==> src/rtl/dds_phase_acc_mc_if.sv <==
// Configuration write port of the multi-channel DDS phase accumulator.
// The control master drives the request fields; the accumulator returns cfg_ready.
interface dds_phase_acc_mc_if #(
  parameter int unsigned ACC_WIDTH = 32,
  parameter int unsigned CHANNELS  = 4
);
  localparam int unsigned CHAN_W = (CHANNELS > 1) ? $clog2(CHANNELS) : 1;

  logic                 cfg_valid;
  logic                 cfg_ready;
  logic [CHAN_W-1:0]    cfg_chan;
  logic [1:0]           cfg_sel;
  logic [ACC_WIDTH-1:0] cfg_data;

  modport master (
    output cfg_valid,
    output cfg_chan,
    output cfg_sel,
    output cfg_data,
    input  cfg_ready
  );

  modport slave (
    input  cfg_valid,
    input  cfg_chan,
    input  cfg_sel,
    input  cfg_data,
    output cfg_ready
  );
endinterface

==> src/rtl/dds_phase_acc_mc.sv <==
// Multi-channel DDS phase accumulator: shadowed freq/offset/sweep, coherent commit,
// per-channel clear and wrap flags. Optional LFSR phase dither under PHASE_DITHER_EN.
module dds_phase_acc_mc #(
  parameter int unsigned ACC_WIDTH  = 32,
  parameter int unsigned FREQ_WIDTH = 16,
  parameter int unsigned OUT_WIDTH  = 12,
  parameter int unsigned CHANNELS   = 4
) (
  input  logic                          clk,
  input  logic                          res,
  input  logic                          en,
  input  logic [CHANNELS-1:0]           sync_clr,
  dds_phase_acc_mc_if.slave             cfg,
  output logic [CHANNELS*OUT_WIDTH-1:0] phase_out,
  output logic                          phase_valid,
  output logic [CHANNELS-1:0]           wrap
);
  localparam int unsigned CHAN_W = (CHANNELS > 1) ? $clog2(CHANNELS) : 1;
  localparam int unsigned SAT_W  = FREQ_WIDTH + 2;
  localparam int unsigned TRUNC  = ACC_WIDTH - OUT_WIDTH;

  typedef enum logic {
    IDLE   = 1'b0,
    COMMIT = 1'b1
  } state_t;

  state_t state_q;
  state_t state_nx;
  logic   xfer_c;
  logic   wr_c;
  logic   commit_c;

  // Config FSM state register
  always_ff @(posedge clk) begin
    if (res) state_q <= IDLE;
    else     state_q <= state_nx;
  end

  // Config FSM next state; ready is held low during reset and in COMMIT
  always_comb begin
    state_nx      = state_q;
    cfg.cfg_ready = 1'b0;
    xfer_c        = 1'b0;
    commit_c      = 1'b0;
    case (state_q)
      IDLE: begin
        cfg.cfg_ready = !res;
        xfer_c        = cfg.cfg_valid && !res;
        if (xfer_c && (cfg.cfg_sel == 2'd3)) state_nx = COMMIT;
      end
      COMMIT: begin
        commit_c = 1'b1;
        state_nx = IDLE;
      end
      default: state_nx = IDLE;
    endcase
  end

  assign wr_c = xfer_c && (cfg.cfg_sel != 2'd3);

  always_ff @(posedge clk) begin
    if (res) phase_valid <= 1'b0;
    else     phase_valid <= en;
  end

  for (genvar i = 0; i < CHANNELS; i++) begin : g_ch
    logic [ACC_WIDTH-1:0]    acc_q;
    logic [ACC_WIDTH-1:0]    off_q;
    logic [ACC_WIDTH-1:0]    off_sh;
    logic [FREQ_WIDTH-1:0]   freq_q;
    logic [FREQ_WIDTH-1:0]   freq_sh;
    logic [FREQ_WIDTH-1:0]   step_q;
    logic [FREQ_WIDTH-1:0]   step_sh;
    logic [OUT_WIDTH-1:0]    phase_q;
    logic                    wrap_q;
    logic                    hit_c;
    logic [ACC_WIDTH:0]      acc_sum_c;
    logic signed [SAT_W-1:0] sweep_c;
    logic [FREQ_WIDTH-1:0]   freq_sat_c;
    logic [ACC_WIDTH-1:0]    dither_c;
    logic [ACC_WIDTH-1:0]    phase_sum_c;

    // Out-of-range channel numbers never match, so such writes are dropped
    assign hit_c     = wr_c && (cfg.cfg_chan == CHAN_W'(i));
    assign acc_sum_c = (ACC_WIDTH+1)'(acc_q) + (ACC_WIDTH+1)'(freq_q);
    assign sweep_c   = $signed({2'b00, freq_q}) + SAT_W'($signed(step_q));

    // Sweep saturates at both ends of the unsigned frequency range
    always_comb begin
      freq_sat_c = sweep_c[FREQ_WIDTH-1:0];
      if (sweep_c[SAT_W-1])      freq_sat_c = '0;
      else if (sweep_c[SAT_W-2]) freq_sat_c = '1;
    end

`ifdef PHASE_DITHER_EN
    localparam int unsigned DITH_W = (TRUNC == 0) ? 1 : ((TRUNC < 16) ? TRUNC : 16);
    logic [15:0] lfsr_q;

    // x^16+x^14+x^13+x^11+1, distinct seed per channel
    always_ff @(posedge clk) begin
      if (res)     lfsr_q <= 16'hACE1 + 16'(i);
      else if (en) lfsr_q <= {lfsr_q[14:0], lfsr_q[15] ^ lfsr_q[13] ^ lfsr_q[12] ^ lfsr_q[10]};
    end

    assign dither_c = (TRUNC == 0) ? '0 : ACC_WIDTH'(lfsr_q[DITH_W-1:0]);
`else
    assign dither_c = '0;
`endif

    assign phase_sum_c = acc_q + off_q + dither_c;

    always_ff @(posedge clk) begin
      if (res) begin
        acc_q   <= '0;
        off_q   <= '0;
        off_sh  <= '0;
        freq_q  <= '0;
        freq_sh <= '0;
        step_q  <= '0;
        step_sh <= '0;
        phase_q <= '0;
        wrap_q  <= 1'b0;
      end else begin
        if (hit_c) begin
          case (cfg.cfg_sel)
            2'd0:    freq_sh <= cfg.cfg_data[FREQ_WIDTH-1:0];
            2'd1:    off_sh  <= cfg.cfg_data;
            2'd2:    step_sh <= cfg.cfg_data[FREQ_WIDTH-1:0];
            default: ;
          endcase
        end

        // Commit overrides any sweep update in the same cycle
        if (commit_c) begin
          freq_q <= freq_sh;
          off_q  <= off_sh;
          step_q <= step_sh;
        end else if (en && (|step_q)) begin
          freq_q <= freq_sat_c;
        end

        if (sync_clr[i]) begin
          acc_q  <= '0;
          wrap_q <= 1'b0;
        end else if (en) begin
          acc_q  <= acc_sum_c[ACC_WIDTH-1:0];
          wrap_q <= acc_sum_c[ACC_WIDTH];
        end else begin
          wrap_q <= 1'b0;
        end

        if (en) phase_q <= OUT_WIDTH'(phase_sum_c >> TRUNC);
      end
    end

    assign phase_out[i*OUT_WIDTH +: OUT_WIDTH] = phase_q;
    assign wrap[i]                             = wrap_q;
  end
endmodule

==> src/flat_wrapper.sv <==
// flat-port wrapper written by rule: the top's interface ports become plain ports
module dds_phase_acc_mc_flat 
#(
  parameter int unsigned ACC_WIDTH  = 32,
  parameter int unsigned FREQ_WIDTH = 16,
  parameter int unsigned OUT_WIDTH  = 12,
  parameter int unsigned CHANNELS   = 4
)
  (clk, res, en, sync_clr, phase_out, phase_valid, wrap, cfg_cfg_valid, cfg_cfg_chan, cfg_cfg_sel, cfg_cfg_data, cfg_cfg_ready);
  dds_phase_acc_mc_if #(.ACC_WIDTH(ACC_WIDTH), .CHANNELS(CHANNELS)) cfg_i ();
  input  logic clk;
  input  logic res;
  input  logic en;
  input  logic [CHANNELS-1:0] sync_clr;
  output logic [CHANNELS*OUT_WIDTH-1:0] phase_out;
  output logic phase_valid;
  output logic [CHANNELS-1:0] wrap;
  input wire logic [$bits(cfg_i.cfg_valid)-1:0] cfg_cfg_valid;
  input wire logic [$bits(cfg_i.cfg_chan)-1:0] cfg_cfg_chan;
  input wire logic [$bits(cfg_i.cfg_sel)-1:0] cfg_cfg_sel;
  input wire logic [$bits(cfg_i.cfg_data)-1:0] cfg_cfg_data;
  output wire logic [$bits(cfg_i.cfg_ready)-1:0] cfg_cfg_ready;
  assign cfg_i.cfg_valid = cfg_cfg_valid;
  assign cfg_i.cfg_chan = cfg_cfg_chan;
  assign cfg_i.cfg_sel = cfg_cfg_sel;
  assign cfg_i.cfg_data = cfg_cfg_data;
  assign cfg_cfg_ready = cfg_i.cfg_ready;
  dds_phase_acc_mc #(.ACC_WIDTH(ACC_WIDTH), .FREQ_WIDTH(FREQ_WIDTH), .OUT_WIDTH(OUT_WIDTH), .CHANNELS(CHANNELS)) u_core (.clk(clk), .res(res), .en(en), .sync_clr(sync_clr), .cfg(cfg_i), .phase_out(phase_out), .phase_valid(phase_valid), .wrap(wrap));
endmodule
==> config.mk <==
export PLATFORM = sky130hd
export DESIGN_NAME = dds_phase_acc_mc_flat
export DESIGN_NICKNAME = d
export VERILOG_FILES = /design/src/rtl/dds_phase_acc_mc_if.sv /design/src/rtl/dds_phase_acc_mc.sv /design/src/flat_wrapper.sv
export SDC_FILE = /design/constraint.sdc
export NUM_CORES = 2
export LEC_CHECK = 0
export ABC_AREA = 1
export CAP_MARGIN = 25
export CORE_AREA = 2 2 359 361
export DETAILED_ROUTE_END_ITERATION = 8
export DIE_AREA = 0 0 361 363
export PLACE_DENSITY = 0.57
export SETUP_SLACK_MARGIN = 0.4
export SLEW_MARGIN = 30
export SYNTH_ARGS = -nofsm -noshare
export SYNTH_HDL_FRONTEND = slang
export SYNTH_SLANG_ARGS = --single-unit
export TNS_END_PERCENT = 50
==> constraint.sdc <==
create_clock -name clk -period 3.05 [get_ports clk]
set_input_delay 0.915 -clock clk [delete_from_list [all_inputs] [get_ports clk]]
set_output_delay 0.915 -clock clk [all_outputs]
set_load 0.01 [all_outputs]
==> out/metrics.cfg <==
[clocking]
clockRootBuffer = clkbuf_16
cts_sinks = 694
clock_latency_ns = 0.66
clk_path_buf_depth = 3
cts-htree-levels = 3
cts_tree = yes
clkTransAtPathRegs_ns = 0.06
cts_buffers = 79

[layout]
nNetsFinal = 6974
layout_commonest_cell = nor2_1
fillers = 13600
drive_above_1_share = 0.0695
layout_common_cells = nor2_1 (1425), nand2_1 (1380), dfxtp_1 (693)
utilization = 0.380
area_growth_syn_to_layout_pct = 12.5

[logic_synthesis]
synth_seq_area_share = 0.324
synth_fp_nets = 6960
ys_dominant_reg_cell = dfxtp_1
synth_area_um2 = 42900
synth-edff-count = 0
synth-simple-area-share = 0.349
postSynthAreaPerCell_um2 = 6.45
synth-compound-area-share = 0.144
yosysWarnings = 0
ys_ff_latch = 694
async_flop_share = 0
synth_top_family_by_area = simple AND/OR/NAND/NOR gates
synthMuxAreaShare = 0
synthAdderAreaFrac = 0.0772
syn_inst = 6656
synth_xor_area_frac = 0.0135
yosys.cell_types.count = 53

[detailed_routing]
vias = 42000
routed_wl_um = 143000
drcViolationCount = 0
via_per_inst = 5.01
drt-initial-drc-count = 3392
firstDrtPassIters = 6
wl_per_cell_um = 17.1
ant_nets = 0

[setup_path]
path_cells = clkdlybuf4s50_1
max_stage_delay_ns = 0.60
startpoint_type = flip-flop
required_ns = 2.13
cp_slowest_cell = clkdlybuf4s50_1
crit_fanout = 2
end_kind = output pin
crit_type = flip-flop to output pin
cp.arrival_ns = 1.71
worst-path-buf-inv = 1
path_delay_family = buffers and inverters

[pwr]
power_frac_comb = 0.147
p_int_mw = 16.6
power_density_nw_per_um2 = 483
switchingPower_mw = 6.70
leakagePower_nw = 22.9
power_frac_seq = 0.419
ir_drop_uv = 338
swShare = 0.287
clkPwrFrac = 0.434

[sta]
relSlewSlack = 0.440
final_hold_viol_count = 0
rsz0062_at_grt = yes
timing.final.max_slew_violations = 0
min_period_over_period = 0.862
period_minus_slack_ns = 2.63
hold_slack_ns = 0.476
skew_ns = 0.0275
worst_pin_slew_ns = 0.837
fmax_mhz = 380
setup_viol = 0

[placed_design]
port_buffers = 97
gp_congestion = 0.935
hpwl_um = 106000

[floorplanning]
die_h_um = 363
die-width_um = 361
die_area_um2 = 131000
start_util = 0.338
design.core.area_um2 = 127000
pin_count = 98
placementRows = 131

[flow_run]
cap_viol_max_count = 0

[global_route]
antenna_found_initial = 18
grt-ovfl-total = 0
grt_pass1_wl_um = 222000
grt_start_max_net_pins = 217
grt_pass1_vias = 39000
grt.total_usage = 0.213

[outcome]
status = complete, no violations

[worst_hold_path]
hold_class = flip-flop to flip-flop

cell families after synthesis:
kind of cell | count (synthesis)
and+or+nand+nor | 3506
AOI/OAI and AO/OA | 1172
buffers and inverters | 958
DFF | 694
adders and majority gates | 260
xor gates and xnor gates | 66
final cells by class:
class | count | area, um^2 | share of cell area
Multi-Input combinational cell | 5004 | 25100 | 0.519
Sequential cell | 694 | 13900 | 0.288
Inverter | 720 | 2730 | 0.0565
Clock buffer | 113 | 2340 | 0.0485
Tap cell | 1662 | 2080 | 0.0430
Timing Repair Buffer | 171 | 1790 | 0.0370
Clock inverter | 29 | 390 | 0.00808
Antenna cell | 2 | 5.00 | 0.000104
worst paths after layout:
path                            slack [ns]                        end  depth (start not counted)                      start
worst max-delay path                  0.42              phase_out[42]                          1  u_core.g_ch[3].phase_q[6]
worst min-delay path                  0.48  u_core.g_ch[0].step_sh[9]                          2  u_core.g_ch[0].step_sh[9]
worst max register to register        0.50      u_core.g_ch[3].wrap_q                         10   u_core.g_ch[3].freq_q[0]
worst min register to register        0.48  u_core.g_ch[0].step_sh[9]                          2  u_core.g_ch[0].step_sh[9]
sequential cells by signal (all words and copies together) (netlist names):
signal	cells
u_core.g_ch.acc_q	128
u_core.g_ch.step_q	64
u_core.g_ch.freq_q	64
u_core.g_ch.off_sh	128
u_core.g_ch.phase_q	48
u_core.g_ch.wrap_q	4
u_core.phase_valid	1
u_core.g_ch.freq_sh	64
u_core.g_ch.off_q	128
u_core.g_ch.step_sh	64
u_core.state_q	1
stage by stage:
step	setup WS (ns)	cells	TNS [ns]	power, mW	instance area [um^2]
6_report	0.420	8395	0	23.3	48300
5_1_grt	0.348	8393	0	24.3	48300
4_1_cts	0.408	8392	0	23.5	48300
3_5_place_dp	-0.134	8249	-9.73	13.4	45500
3_3_place_gp	-0.180	8249	-16.98	13.3	45500
2_1_floorplan	0.938	6656	0	12.2	42900
what timing repair did:
item                                    CTS  global route
resized for setup                         1             2
endpoints found under the setup margin    1            39
setup buffers                             1             0
gates cloned                              0             1
pin swaps                                 1             0
endpoints found under the hold margin     0             0
hold buffers                              0             0
Yosys cell counts, types with 3 or more instances:
library cell	n	area, um^2
nand3b_1	25	188
ha_1	252	3150
buf_2	21	105
a21oi_1	399	2000
inv_1	687	2580
nor4_1	29	181
nand2_1	1380	5180
xor2_1	33	289
nand2_4	38	428
nand4_1	58	363
clkbuf_2	8	40.0
buf_1	11	41.3
clkinv_2	8	40.0
a21oi_2	50	438
dfxtp_1	694	13900
inv_2	23	86.3
clkbuf_1	158	593
a31o_2	3	26.3
o21ai_0	665	3330
and2_1	13	81.3
xnor2_1	33	289
nor2_2	9	56.3
nor2_1	1426	5350
nor3_2	3	30.0
nand3_1	298	1490
fa_1	8	160
o211ai_1	5	37.5
o21ai_1	4	20.0
a21o_1	10	75.1
nor3_1	86	430
o21bai_1	23	173
buf_12	7	140
and3_1	6	37.5
nand3_2	60	601
nor3_4	6	97.6
nor3b_1	6	45.0
or2_2	7	43.8
nand2_2	50	313
a31oi_1	5	31.3
buf_4	10	75.1
buf_6	23	259
power by group through the flow:
stage                     registers, mW  clock network, mW  logic, mW
after floorplan                    9.78                  0       2.45
after global placement             9.98                  0       3.36
after detailed placement           9.98                  0       3.39
after CTS                          9.78               10.3       3.41
after global routing               9.81               10.6       3.83
final                              9.79               10.1       3.42
layer usage:
metal	track usage	share of wire
met2	0.347	0.44
met3	0.0252	0.054
met1	0.298	0.48
met4	0.0520	0.024
met5	0	0.000091
Note: power is estimated with default switching activity, not from simulation.
